--- config.mk ---
export PLATFORM = sky130hd
export DESIGN_NAME = booth_radix4_seq_mult
export DESIGN_NICKNAME = d
export VERILOG_FILES = /design/src/rtl/booth_radix4_seq_mult.sv
export SDC_FILE = /design/constraint.sdc
export NUM_CORES = 1
export LEC_CHECK = 0
export BUFFER_PORTS_ARGS = -buffer_cell sky130_fd_sc_hd__buf_4
export CELL_PAD_IN_SITES_DETAIL_PLACEMENT = 1
export CELL_PAD_IN_SITES_GLOBAL_PLACEMENT = 2
export CORE_AREA = 2 2 157 274
export CTS_CLUSTER_SIZE = 10
export DETAILED_ROUTE_END_ITERATION = 7
export DIE_AREA = 0 0 159 276
export PLACE_DENSITY = 0.76
export REMOVE_ABC_BUFFERS = 1
export SYNTH_ARGS = -nofsm -noshare
export SYNTH_HDL_FRONTEND = slang
export SYNTH_SLANG_ARGS = --single-unit
--- constraint.sdc ---
create_clock -name clk -period 7.19 [get_ports clk]
set_clock_uncertainty 0.2 [all_clocks]
set_input_delay 0.3595 -clock clk [delete_from_list [all_inputs] [get_ports clk]]
set_output_delay 0.3595 -clock clk [all_outputs]
set_load 0.005 [all_outputs]
--- src/rtl/booth_radix4_seq_mult.sv ---
// Iterative radix-4 Booth multiplier: one Booth digit per clock into a double-width accumulator.
// Optional early termination when the remaining multiplier bits are all equal: BOOTH_EARLY_TERM_EN.
module booth_radix4_seq_mult #(
    parameter int WORDLEN = 32
) (
    input  logic                   clk,
    input  logic                   rst,
    input  logic                   in_valid,
    output logic                   in_ready,
    input  logic                   in_signed,
    input  logic [WORDLEN-1:0]     in_a,
    input  logic [WORDLEN-1:0]     in_b,
    output logic                   out_valid,
    input  logic                   out_ready,
    output logic [2*WORDLEN-1:0]   out_product
);

    localparam int NDIG = WORDLEN / 2 + 1;
    localparam int AW   = WORDLEN + 2;
    localparam int PW   = 2 * WORDLEN + 4;
    localparam int CW   = $clog2(NDIG + 1);

    typedef enum logic [1:0] {
        IDLE,
        RUN,
        DONE
    } state_t;

    state_t state;
    state_t state_nxt;

    logic [AW-1:0]          a_ext;
    logic [AW:0]            b_sh;
    logic [PW-1:0]          acc;
    logic [PW-1:0]          acc_nxt;
    logic [CW-1:0]          digit_cnt;
    logic [2*WORDLEN-1:0]   product_q;

    logic                   accept;
    logic                   last_digit;
    logic                   rest_zero;
    logic                   finish;

    logic [2:0]             triplet;
    logic                   dig_neg;
    logic                   dig_dbl;
    logic                   dig_zero;
    logic [PW-1:0]          a_wide;
    logic [PW-1:0]          magnitude;
    logic [PW-1:0]          shifted;
    logic [PW-1:0]          addend;
    logic [CW:0]            shift_amt;

    assign accept     = in_valid && in_ready;
    assign last_digit = (digit_cnt == CW'(NDIG - 1));

    // b_sh[2:0] always holds the current triplet {B[2i+1], B[2i], B[2i-1]}
    always_comb begin
        triplet  = b_sh[2:0];
        dig_neg  = 1'b0;
        dig_dbl  = 1'b0;
        dig_zero = 1'b0;
        unique case (triplet)
            3'b000, 3'b111: dig_zero = 1'b1;
            3'b001, 3'b010: dig_neg  = 1'b0;
            3'b011:         dig_dbl  = 1'b1;
            3'b100: begin
                dig_dbl = 1'b1;
                dig_neg = 1'b1;
            end
            3'b101, 3'b110: dig_neg  = 1'b1;
            default:        dig_zero = 1'b1;
        endcase
    end

    // Negative digits add the inverted partial product with a carry-in of one
    always_comb begin
        a_wide    = {{(PW - AW){a_ext[AW-1]}}, a_ext};
        shift_amt = {digit_cnt, 1'b0};
        if (dig_zero) begin
            magnitude = '0;
        end else if (dig_dbl) begin
            magnitude = a_wide << 1;
        end else begin
            magnitude = a_wide;
        end
        shifted = magnitude << shift_amt;
        addend  = dig_neg ? ~shifted : shifted;
        acc_nxt = acc + addend + {{(PW - 1){1'b0}}, dig_neg};
    end

`ifdef BOOTH_EARLY_TERM_EN
    // Remaining digits are all zero once the unprocessed bits are a pure sign run
    always_comb begin
        rest_zero = (&b_sh[AW:2]) | ~(|b_sh[AW:2]);
    end
`else
    assign rest_zero = 1'b0;
`endif

    assign finish = last_digit || rest_zero;

    always_ff @(posedge clk) begin
        if (rst) begin
            state <= IDLE;
        end else begin
            state <= state_nxt;
        end
    end

    always_comb begin
        state_nxt = state;
        unique case (state)
            IDLE:    if (in_valid) state_nxt = RUN;
            RUN:     if (finish) state_nxt = DONE;
            DONE:    if (out_ready) state_nxt = IDLE;
            default: state_nxt = IDLE;
        endcase
    end

    always_comb begin
        in_ready    = (state == IDLE);
        out_valid   = (state == DONE);
        out_product = product_q;
    end

    always_ff @(posedge clk) begin
        if (rst) begin
            a_ext     <= '0;
            b_sh      <= '0;
            acc       <= '0;
            digit_cnt <= '0;
            product_q <= '0;
        end else if (accept) begin
            a_ext     <= in_signed ? {{2{in_a[WORDLEN-1]}}, in_a} : {2'b00, in_a};
            b_sh      <= in_signed ? {{2{in_b[WORDLEN-1]}}, in_b, 1'b0} : {2'b00, in_b, 1'b0};
            acc       <= '0;
            digit_cnt <= '0;
        end else if (state == RUN) begin
            acc       <= acc_nxt;
            digit_cnt <= digit_cnt + CW'(1);
            b_sh      <= {{2{b_sh[AW]}}, b_sh[AW:2]};
            if (finish) begin
                product_q <= acc_nxt[2*WORDLEN-1:0];
            end
        end
    end

endmodule

Yosys cells after proc, flatten, opt, wreduce, memory -nomap -nowiden
Index checks and enable logic that the tools add are counted.

Register bits after elaboration: 208. Bits of input ports: 69. Word-level logic and storage cells: 48.

Add/sub/neg operators: 3. Equal/unequal tests: 11. Shift operators: 1. Muxes and demuxes: 14. Bitwise operators: 2. Reduce and logical (&&, ||, !) cells: 10.

Operators by type and width (number): 68-bit two-way mux (2); 34-bit two-way mux (3); 35-bit two-way mux (2); 68-bit by 1-bit adder with 68-bit output (1); 68-bit adder (1); 68-bit NOT (1); 68-bit by 6-bit left shift with 68-bit output (1); 3-bit == test, second input constant (4); 2-bit two-way mux (3); 2-bit one-hot mux with 3 select lines (1); 3-bit AND reduction (2); 2-bit OR reduction (3); 5-bit by 1-bit adder with 5-bit output, second input constant (1); 5-bit == test, second input constant (1); 2-bit inequality test, second input constant (2); 3-bit by 2-bit == test with 1-bit output, second input constant (1); 3-bit zero test (1); 1-bit two-way mux (3); 3-bit OR reduction (1); 2-bit by 1-bit == test with 1-bit output, second input constant (1); 2-bit == test, second input constant (1); 2-bit zero test (1); 2-bit by 1-bit inequality test with 1-bit output, second input constant (1); 2-bit nonzero test (1); 2 further kinds (2).

Depth between registers and ports, before layout
Gate-level depths: netlist (run 1).

Word-level depth: 10. Mapped depth: 25. Mapped depth without buffers: 21.

Worst setup path after synthesis (run 1)
No wires, ideal clock.

Path kind: reg-to-reg. From: reg b_sh[1]. To: reg product_q[47] (netlist: out_product[47]). Library setup time: 0.074 ns. Arrival time: 4.875 ns. Data required time: 6.916 ns. Setup slack: 2.041 ns. Stages on the path, launching flop included: 24. Buffers on the path: 3. Path through: dfxtp_1 nand2b_1 o22a_1 buf_2 buf_4 mux4_2 mux2i_1 nor3_1 a21oi_1 mux2_2 o21ai_0 xor2_1 ha_1 clkbuf_1 a21oi_1 o21ai_1 o31a_1 a211o_1 and4b_1 o31ai_2 a31oi_4 nor3_2 or4_1 a31oi_1.

Cells in the longest elaborated chain, start to end: 10. Elaborated cells between the ends (all ways): 19. Those cells by class: 2 x add/sub; 5 x eq/ne; 1 x shift; 6 x mux; 1 x bitwise; 4 x reduce/logical.

RTL lines: from (decl) (line 33) `logic [AW:0] b_sh;`; from (signal assigned) (line 136) `b_sh <= in_signed ? {{2{in_b[WORDLEN-1]}}, in_b, 1'b0} : {2'b00, in_b, 1'b0};`; from (signal assigned) (line 142) `b_sh <= {{2{b_sh[AW]}}, b_sh[AW:2]};`; 3-bit == test or 3-bit by 2-bit == test with 1-bit output (tied branches) (line 63) `unique case (triplet)`; 2-bit OR reduction (no source line); 1-bit two-way mux (line 63); 34-bit two-way mux (line 82) `end else if (dig_dbl) begin`; 68-bit two-way mux (line 80) `if (dig_zero) begin`; 68-bit by 6-bit left shift with 68-bit output (line 87) `shifted = magnitude << shift_amt;`; 68-bit NOT (line 88) `addend = dig_neg ? ~shifted : shifted;`; 68-bit two-way mux (line 88); 68-bit adder (line 89) `acc_nxt = acc + addend + {{(PW - 1){1'b0}}, dig_neg};`; 68-bit by 1-bit adder with 68-bit output * (line 89); to (signal assigned) (line 144) `product_q <= acc_nxt[2*WORDLEN-1:0];`; to (decl) (line 37) `logic [2*WORDLEN-1:0] product_q;`.

Mark *: on every way between the ends. The rest lies on a longest branch, timed or not. A chain may end at the register's enable or synchronous reset.

Worst setup path in the final report (run 1)
From: reg b_sh[1]. To: reg product_q[59] (netlist: out_product[59]).

Same word-level chain as after synthesis.

==> summary.md, run 1 <==
| Metric | Value |
|---|---|
| Crit path kind | `flip-flop to flip-flop` |
| Outcome | `finished, final reports clean` |
| Die width | `roughly 160 um` |
| CP startpoint | `b_sh[1]` |
| Crit Reg-Reg Startpoint | `b_sh[1]` |
| Number of buffers created by CTS | `24` |
| Slew headroom | `roughly 40%` |
| Input/output buffers | `134` |
| Final net count | `about 2200` |
| Grt peak-use layer | `met2` |
| Total grt overflow | `0` |
| Worst setup endpoint | `out_product[59]` |
| Pwr dens | `~170 nW/um2` |
| Main combinational cell family by area after synthesis | `compound AO/OA/AOI/OAI gates` |
| Routed WL | `between 50 and 60 mm` |
| Simple-Gate Fraction of Synth Area | `between 20% and 30%` |
| FF+latch area | `roughly 4100 um2` |
| Initial Util | `34.5%` |
| Area of the multi-input gates | `between 9000 and 10000 um2` |
| Commonest non-fill, non-tap cells in the layout | `389 x nand2_1, 271 x a21oi_1, 202 x dfxtp_1, 165 x buf_4, 120 x nor2_1` |
| Final Max Tran Viols | `0` |
| Most common library cell in the layout ignoring fill and taps | `nand2_1` |
| CP max FO | `11` |
| M3 GR Usage | `under 10%` |
| Routability cong. | `0.954` |
| Post-synth top area share | `around 28%` |
| Antenna violations before repair | `0` |
| Synth Instances | `1937` |
| Post-synth EDFFs | `0` |
| Multiplexer share of the synthesized area | `between 7 and 8%` |
| Vias | `14300` |
| Mean Syn Cell Area | `~7.4 um2` |
| Sink Count | `about 200` |
| Maxcap violations | `0` |
| Min-Delay Path Class | `input port to flip-flop` |
| Leak | `~7 nW` |
| DRC viols | `0` |
| Hold_ws | `around 0.20 ns` |
| Startpoint Class | `flip-flop` |
| M2 GR Usage | `about half` |
| Period utilisation layout | `between 80% and 90%` |
| Worst setup EP type | `flip-flop` |
| Post-DP HPWL | `approximately 43 mm` |
| Cell taking the most area after synthesis | `dfxtp_1` |
| Root buf cell | `clkbuf_16` |
| Clk Latency, worst-skew pair | `approximately 0.54 ns` |
| Fill count | `slightly above 5000` |
| DP Worst Slack | `approximately 0.75 ns` |
| Largest net degree at the start of global routing | `77` |
| Vias/cell | `5.51` |
| Placed Area | `15800 um2` |
| WL/cell | `between 20 and 25 um` |
| Die ar. | `43900 um2` |
| Area growth syn-to-layout | `19.1%` |
| Synthesis warning total | `0` |
| CTS tree | `yes` |
| Synth cell types | `between 70 and 80` |
| Worst r2r dst | `out_product[59]` |
| CP required | `between 7 and 8 ns` |
| Post-route cell area | `~17000 um2` |
| RSZ-0062 raised after global routing | `no` |
| Total GRT Usage | `roughly 25%` |
| H-tree depth | `1` |
| Reg2Reg Depth | `19` |
| Post-layout util | `about two fifths` |
| Met1 Use GR | `about a quarter` |
| Worst-path clk slew | `0.06 ns` |
| Synth Area in Compound Gates | `between 20 and 25%` |
| Final-report hold violation count | `0` |
| Share of cells above drive strength 1 | `a little under an eighth` |
| Synth area leaders | `dfxtp_1 28%, nand2_1 10%, a21oi_1 9.4%` |
| Final Critical Period | `roughly 6.4 ns` |
| Core area | `~42000 um2` |
| Die Ht | `276 um` |
| FMAX | `between 0.15 and 0.2 GHz` |
| FF-to-FF setup slack | `around 0.8 ns` |
| Slew @ Worst Pin | `~0.9 ns` |
| DRT antenna net count | `0` |
| Top Ports | `135` |
| Predominant post-synthesis flop cell | `dfxtp_1` |
| Cell area after synthesis | `between 10000 and 15000 um2` |
| Detailed Routing Iterations Pass 1 | `5` |
| Final Setup Violations | `0` |
| Setup WS post-layout | `around 0.8 ns` |
| Core Rows | `slightly below 100` |
| Vias in the first global route | `15400` |
| Register bit count reported by yosys | `about 200` |
| Initial drt markers | `537` |
| Post-CTS Setup Bufs | `0` |
| Async SR Flop Fraction | `0%` |
| Max Buffers Root-to-Sink | `3` |
| Worst path arrival time | `between 6 and 7 ns` |
| Ant diodes | `0` |
| Seq/Total Area, Yosys | `28.3%` |
| Post-Synth Adder-Cell Area | `around 6.2%` |
| Peak supply drop | `between 0.15 and 0.2 mV` |
| XOR/XNOR Fraction of Synth Area | `under 10%` |
| First-pass GRT wire length | `87.4 mm` |
-- worst min path at each step --
stage	endpoint	slack (ns)	cells after the start	startpoint
after floorplan	a_ext[0]	0.23	1	rst
after global placement	out_product[58]	0.24	2	out_product[58]
after detailed placement	out_product[5]	0.25	2	out_product[5]
after CTS	a_ext[14]	0.18	2	rst
after global routing	a_ext[22]	0.23	2	rst
final	a_ext[15]	0.20	2	rst
-- registers in the layout (all words and copies together), names as in the netlist --
| signal | cells |
|---|---|
| a_ext | 33 |
| acc | 64 |
| b_sh | 35 |
| digit_cnt | 5 |
| out_product | 64 |
| state | 2 |
-- timing repair --
action | 4_1_cts | 5_1_grt
resized for setup | 0 | 0
endpoints found under the hold margin | 69 | 0
hold buffers | 68 | 0
-- Yosys cell counts (6+ instances only) --
library cell / number
nand3b_1: 9
nor2b_1: 9
o21bai_1: 13
a31oi_1: 16
mux2i_1: 43
xnor2_1: 57
mux2_2: 6
o21a_1: 9
a21oi_1: 271
nor3_1: 31
nand2_1: 389
inv_1: 23
o21ai_0: 82
nor2_1: 121
and2_1: 10
clkbuf_1: 111
nand3_1: 61
xor2_1: 66
and3_1: 15
o211ai_1: 8
mux4_2: 23
o22ai_1: 14
dfxtp_1: 203
buf_2: 13
o21ai_1: 12
nand4_1: 17
a22o_1: 17
buf_1: 28
a211oi_1: 15
ha_1: 70
nand2b_1: 10
a22oi_1: 35
or3_1: 7
a21o_1: 48
-- per-layer routing --
layer,up-vias,wire [um]
li1,7029,-
met4,0,2390
met5,-,0
met3,99,1380
met2,231,31000
met1,6959,20900
-- worst max-delay path, cell delays in order, from the launching register on --
cell and delay (ns):
dfxtp_1 0.50, nand2b_1 0.18, o22a_1 0.39, buf_4 0.32
mux4_2 0.54, nand3_1 0.11, o21ai_0 0.15, mux2i_1 0.25
o21ai_0 0.20, o21bai_1 0.21, xnor2_1 0.12, ha_1 0.47
nand4_1 0.28, or3_1 0.51, or4_1 0.53, nor3_1 0.40
nor2_1 0.15, o31ai_1 0.49, or2_1 0.17, a31oi_1 0.07
-- kinds of logic after synthesis --
group                      after synthesis
AOI/OAI and AO/OA                      584
xor gates and xnor gates               124
adders and majority gates               71
buffers and inverters                  177
DFF                                    203
muxes                                   72
and+or+nand+nor                        706
-- through the flow --
stage               cells  power [W]  setup TNS [ns]
finish               2600    0.00292               0
global placement     2504    0.00176               0
floorplan            1784    0.00156          -21.68
global route         2600    0.00305               0
CTS                  2600    0.00296               0
detailed placement   2504    0.00177               0
-- final cells by class --
class                      count  share of cell area (%)
sequential                   203                    23.7
clock buffer                  27                    3.76
timing repair buffer         233                    11.2
inverter                      24                   0.526
tap                          555                    4.06
multi-input combinational   1557                    56.5
clock inverter                 1                   0.175
-- report_power, final --
group          switching [W]  internal [W]  total [W]
Clock               0.000487      0.000656    0.00114
Combinational       0.000365      0.000215   0.000580
Sequential         0.0000313       0.00116    0.00119
Power figures use the tool's default switching activity.
==> run 2: changes to the inputs <==
--- a/config.mk
+++ b/config.mk
@@ -7,12 +7,13 @@
 export LEC_CHECK = 0
 export BUFFER_PORTS_ARGS = -buffer_cell sky130_fd_sc_hd__buf_4
 export CELL_PAD_IN_SITES_DETAIL_PLACEMENT = 1
-export CELL_PAD_IN_SITES_GLOBAL_PLACEMENT = 2
+export CELL_PAD_IN_SITES_GLOBAL_PLACEMENT = 1
 export CORE_AREA = 2 2 157 274
 export CTS_CLUSTER_SIZE = 10
 export DETAILED_ROUTE_END_ITERATION = 7
 export DIE_AREA = 0 0 159 276
-export PLACE_DENSITY = 0.76
+export GPL_TIMING_DRIVEN = 0
+export PLACE_DENSITY = 0.61
 export REMOVE_ABC_BUFFERS = 1
 export SYNTH_ARGS = -nofsm -noshare
 export SYNTH_HDL_FRONTEND = slang
==> run 2 against run 1 <==
Power is 1.5% lower; combinational power decreased by 1%; die area is the same; clock power hardly changed; sequential power barely moved; utilization up 0.15 points; critical path type unchanged; largest cell class unchanged.
==> summary.md, run 2 (synthesized netlist as in run 1, its figures left out) <==
| Metric | Value |
|---|---|
| Outcome | `finished, final reports clean` |
| Period utilisation layout | `92.7% (+3.8 points)` |
| DRT antenna net count | `0 (unchanged)` |
| Met1 Use GR | `23.9% (-1.5 points)` |
| Net Switching | `0.000868 W (-1.8%)` |
| Crit path kind | `flip-flop to flip-flop` |
| Clock power frac | `38.5% (-0.7 points)` |
| Total GRT Usage | `22.5% (-2.3 points)` |
| CP required | `7.48 ns (+0.10 ns)` |
| Antenna violations before repair | `0 (unchanged)` |
| Pwr dens | `167 nW/um2 (-1.8%)` |
| Routed WL | `50.5 mm (-9.3%)` |
| M3 GR Usage | `2.22% (-0.20 points)` |
| Initial Util | `34.5% (unchanged)` |
| Worst path arrival time | `6.96 ns (+0.37 ns)` |
| Commonest non-fill, non-tap cells in the layout | `388 x nand2_1, 271 x a21oi_1, 198 x dfxtp_1, 134 x buf_4, 119 x nor2_1` |
| Die width | `159 um (unchanged)` |
| Min-Delay Path Class | `input port to flip-flop` |
| Fill count | `5104 (-0.62%)` |
| Peak supply drop | `0.179 mV (+1.9%)` |
| Beginning of the worst hold path | `rst` |
| Leak | `7.05 nW (-0.32%)` |
| Detailed Routing Iterations Pass 1 | `5 (unchanged)` |
| RSZ-0062 raised after global routing | `no` |
| Total grt overflow | `0 (unchanged)` |
| M2 GR Usage | `45.1% (-5.0 points)` |
| Comb pwr share | `19.9% (about the same)` |
| Slew headroom | `30.1% (-9.8 points)` |
| Input/output buffers | `134 (unchanged)` |
| Die ar. | `43900 um2 (unchanged)` |
| DRC viols | `0 (unchanged)` |
| Final Max Tran Viols | `0 (unchanged)` |
| First-pass GRT wire length | `81.1 mm (-7.3%)` |
| P_int | `0.00201 W (-1.3%)` |
| Sw Share | `30.2% (-0.11 points)` |
| Number of buffers created by CTS | `24 (unchanged)` |
| Top Ports | `135 (unchanged)` |
| Die Ht | `276 um (unchanged)` |
| Routability cong. | `0.916 (-3.9%)` |
| Startpoint Class | `flip-flop` |
| Ant diodes | `0 (unchanged)` |
| Largest net degree at the start of global routing | `75 (-2.6%)` |
| FMAX | `0.150 GHz (-4.1%)` |
| Post-DP HPWL | `38.6 mm (-10%)` |
| Grt peak-use layer | `met2` |
| Final-report hold violation count | `0 (unchanged)` |
| Max Buffers Root-to-Sink | `3 (unchanged)` |
| Share of cells above drive strength 1 | `11.7% (-0.30 points)` |
| Vias in the first global route | `15000 (-2.3%)` |
| Initial drt markers | `457 (-15%)` |
| Area growth syn-to-layout | `19.5%` |
| Vias/cell | `5.46 (-0.82%)` |
| Final Critical Period | `6.67 ns (+0.274 ns)` |
| Non-filler cells, final | `2584 (-0.62%)` |
| Root buf cell | `clkbuf_16` |
| Clk Latency, worst-skew pair | `0.55 ns (about the same)` |
| WL/cell | `19.5 um (-8.8%)` |
| Slew @ Worst Pin | `1.05 ns (+0.146 ns)` |
| Core Rows | `99 (unchanged)` |
| Final net count | `2166 (-0.78%)` |
| Final Setup Violations | `0 (unchanged)` |
| Placed Cells | `2487 (-0.68%)` |
| Post-CTS Setup Bufs | `0 (unchanged)` |
| CP max FO | `27 (+16)` |
| Total negative slack | `0 ns (unchanged)` |
| Worst-path clk slew | `0.06 ns (about the same)` |
| Worst setup EP type | `flip-flop` |
| Vias | `14100 (-1.4%)` |
| H-tree depth | `1 (unchanged)` |
| CP startpoint | `digit_cnt[0]` |
| Part of the power in registers | `41.6% (+0.7 points)` |
| Crit Reg-Reg Startpoint | `digit_cnt[0]` |
| Core area | `41600 um2 (unchanged)` |
| CTS tree | `yes` |
| Maxcap violations | `0 (unchanged)` |
| Sink Count | `203 (unchanged)` |
| Most common library cell in the layout ignoring fill and taps | `nand2_1` |
[run 2: cell count changes in the layout (fill, tap and decap cells not counted), moves of 4 or more]
cell     delta
buf_4      -31
buf_12      +9
buf_16      +4
dfxtp_1     -4
dfxtp_2     +4
[run 2: critical path, stage by stage, from the launching register on]
cell and delay, ns:
dfxtp_2 0.73, inv_1 0.64, mux4_2 0.45, nand2_1 0.10, nor2_1 0.05, a21oi_1 0.45, a21oi_1 0.29, a21oi_1 0.36
nor2_1 0.09, xor2_1 0.42, ha_1 0.28, nand4_1 0.14, nor2_1 0.20, nand2_1 0.08, a211oi_1 0.71, o211ai_1 0.15
nand3_1 0.32, a41oi_1 0.28, or4_1 0.53, nand3_1 0.09
[run 2: layer usage]
metal	up-vias	wire length (um)
met5	-	0
met2	205	27600
li1	7002	-
met1	6824	19800
met3	82	1340
met4	0	1730
[run 2: layout make-up]
cell class	count	area (um2)	share of cell area [%]
clock buffers	28	647	3.76
clock inverters	1	5.00	0.0291
inverters	24	93.8	0.546
multi-input cells	1557	9690	56.4
flip-flops and latches	203	4070	23.7
well taps	555	694	4.04
repair buffers	215	1980	11.5
repair inverters	1	5.00	0.0291
[run 2: final timing paths]
| path | to | slack [ns] | cells past startpoint |
|---|---|---|---|
| max | out_product[56] | 0.52 | 19 |
| min | b_sh[7] | 0.04 | 2 |
| max reg2reg | out_product[56] | 0.52 | 19 |
| min reg2reg | out_product[46] | 0.25 | 2 |
[run 2: what timing repair did]
item / in CTS / in global routing
hold buffers: 67 / 0
hold endpoints to repair: 69 / 0
gates resized for setup: 2 / 1
endpoints found under the setup margin: 5 / 8
gates cloned: 1 / 0
[run 2: per-stage QoR]
| stage | hold slack (ns) | utilization (%) | power [W] | setup WS, ns | instance area (um2) |
|---|---|---|---|---|---|
| final | 0.0444 | 41.3 | 0.00287 | 0.522 | 17200 |
| after global placement | 0.244 | 37.2 | 0.00174 | -5.18 | 15500 |
| after floorplan | 0.229 | - | 0.00156 | -0.710 | 13800 |
| after global routing | 0.0867 | 41.3 | 0.00302 | 0.211 | 17200 |
| after CTS | 0.0584 | 41.3 | 0.00292 | 0.0552 | 17200 |
| after detailed placement | 0.248 | 38.1 | 0.00177 | -0.0425 | 15800 |
[run 2: power by group through the flow]
stage	Clock (W)	Sequential (W)	Combinational, W
floorplan	0	0.00121	0.000348
global placement	0	0.00122	0.000523
detailed placement	0	0.00122	0.000546
CTS	0.00115	0.00120	0.000579
global route	0.00119	0.00120	0.000631
finish	0.00111	0.00120	0.000572
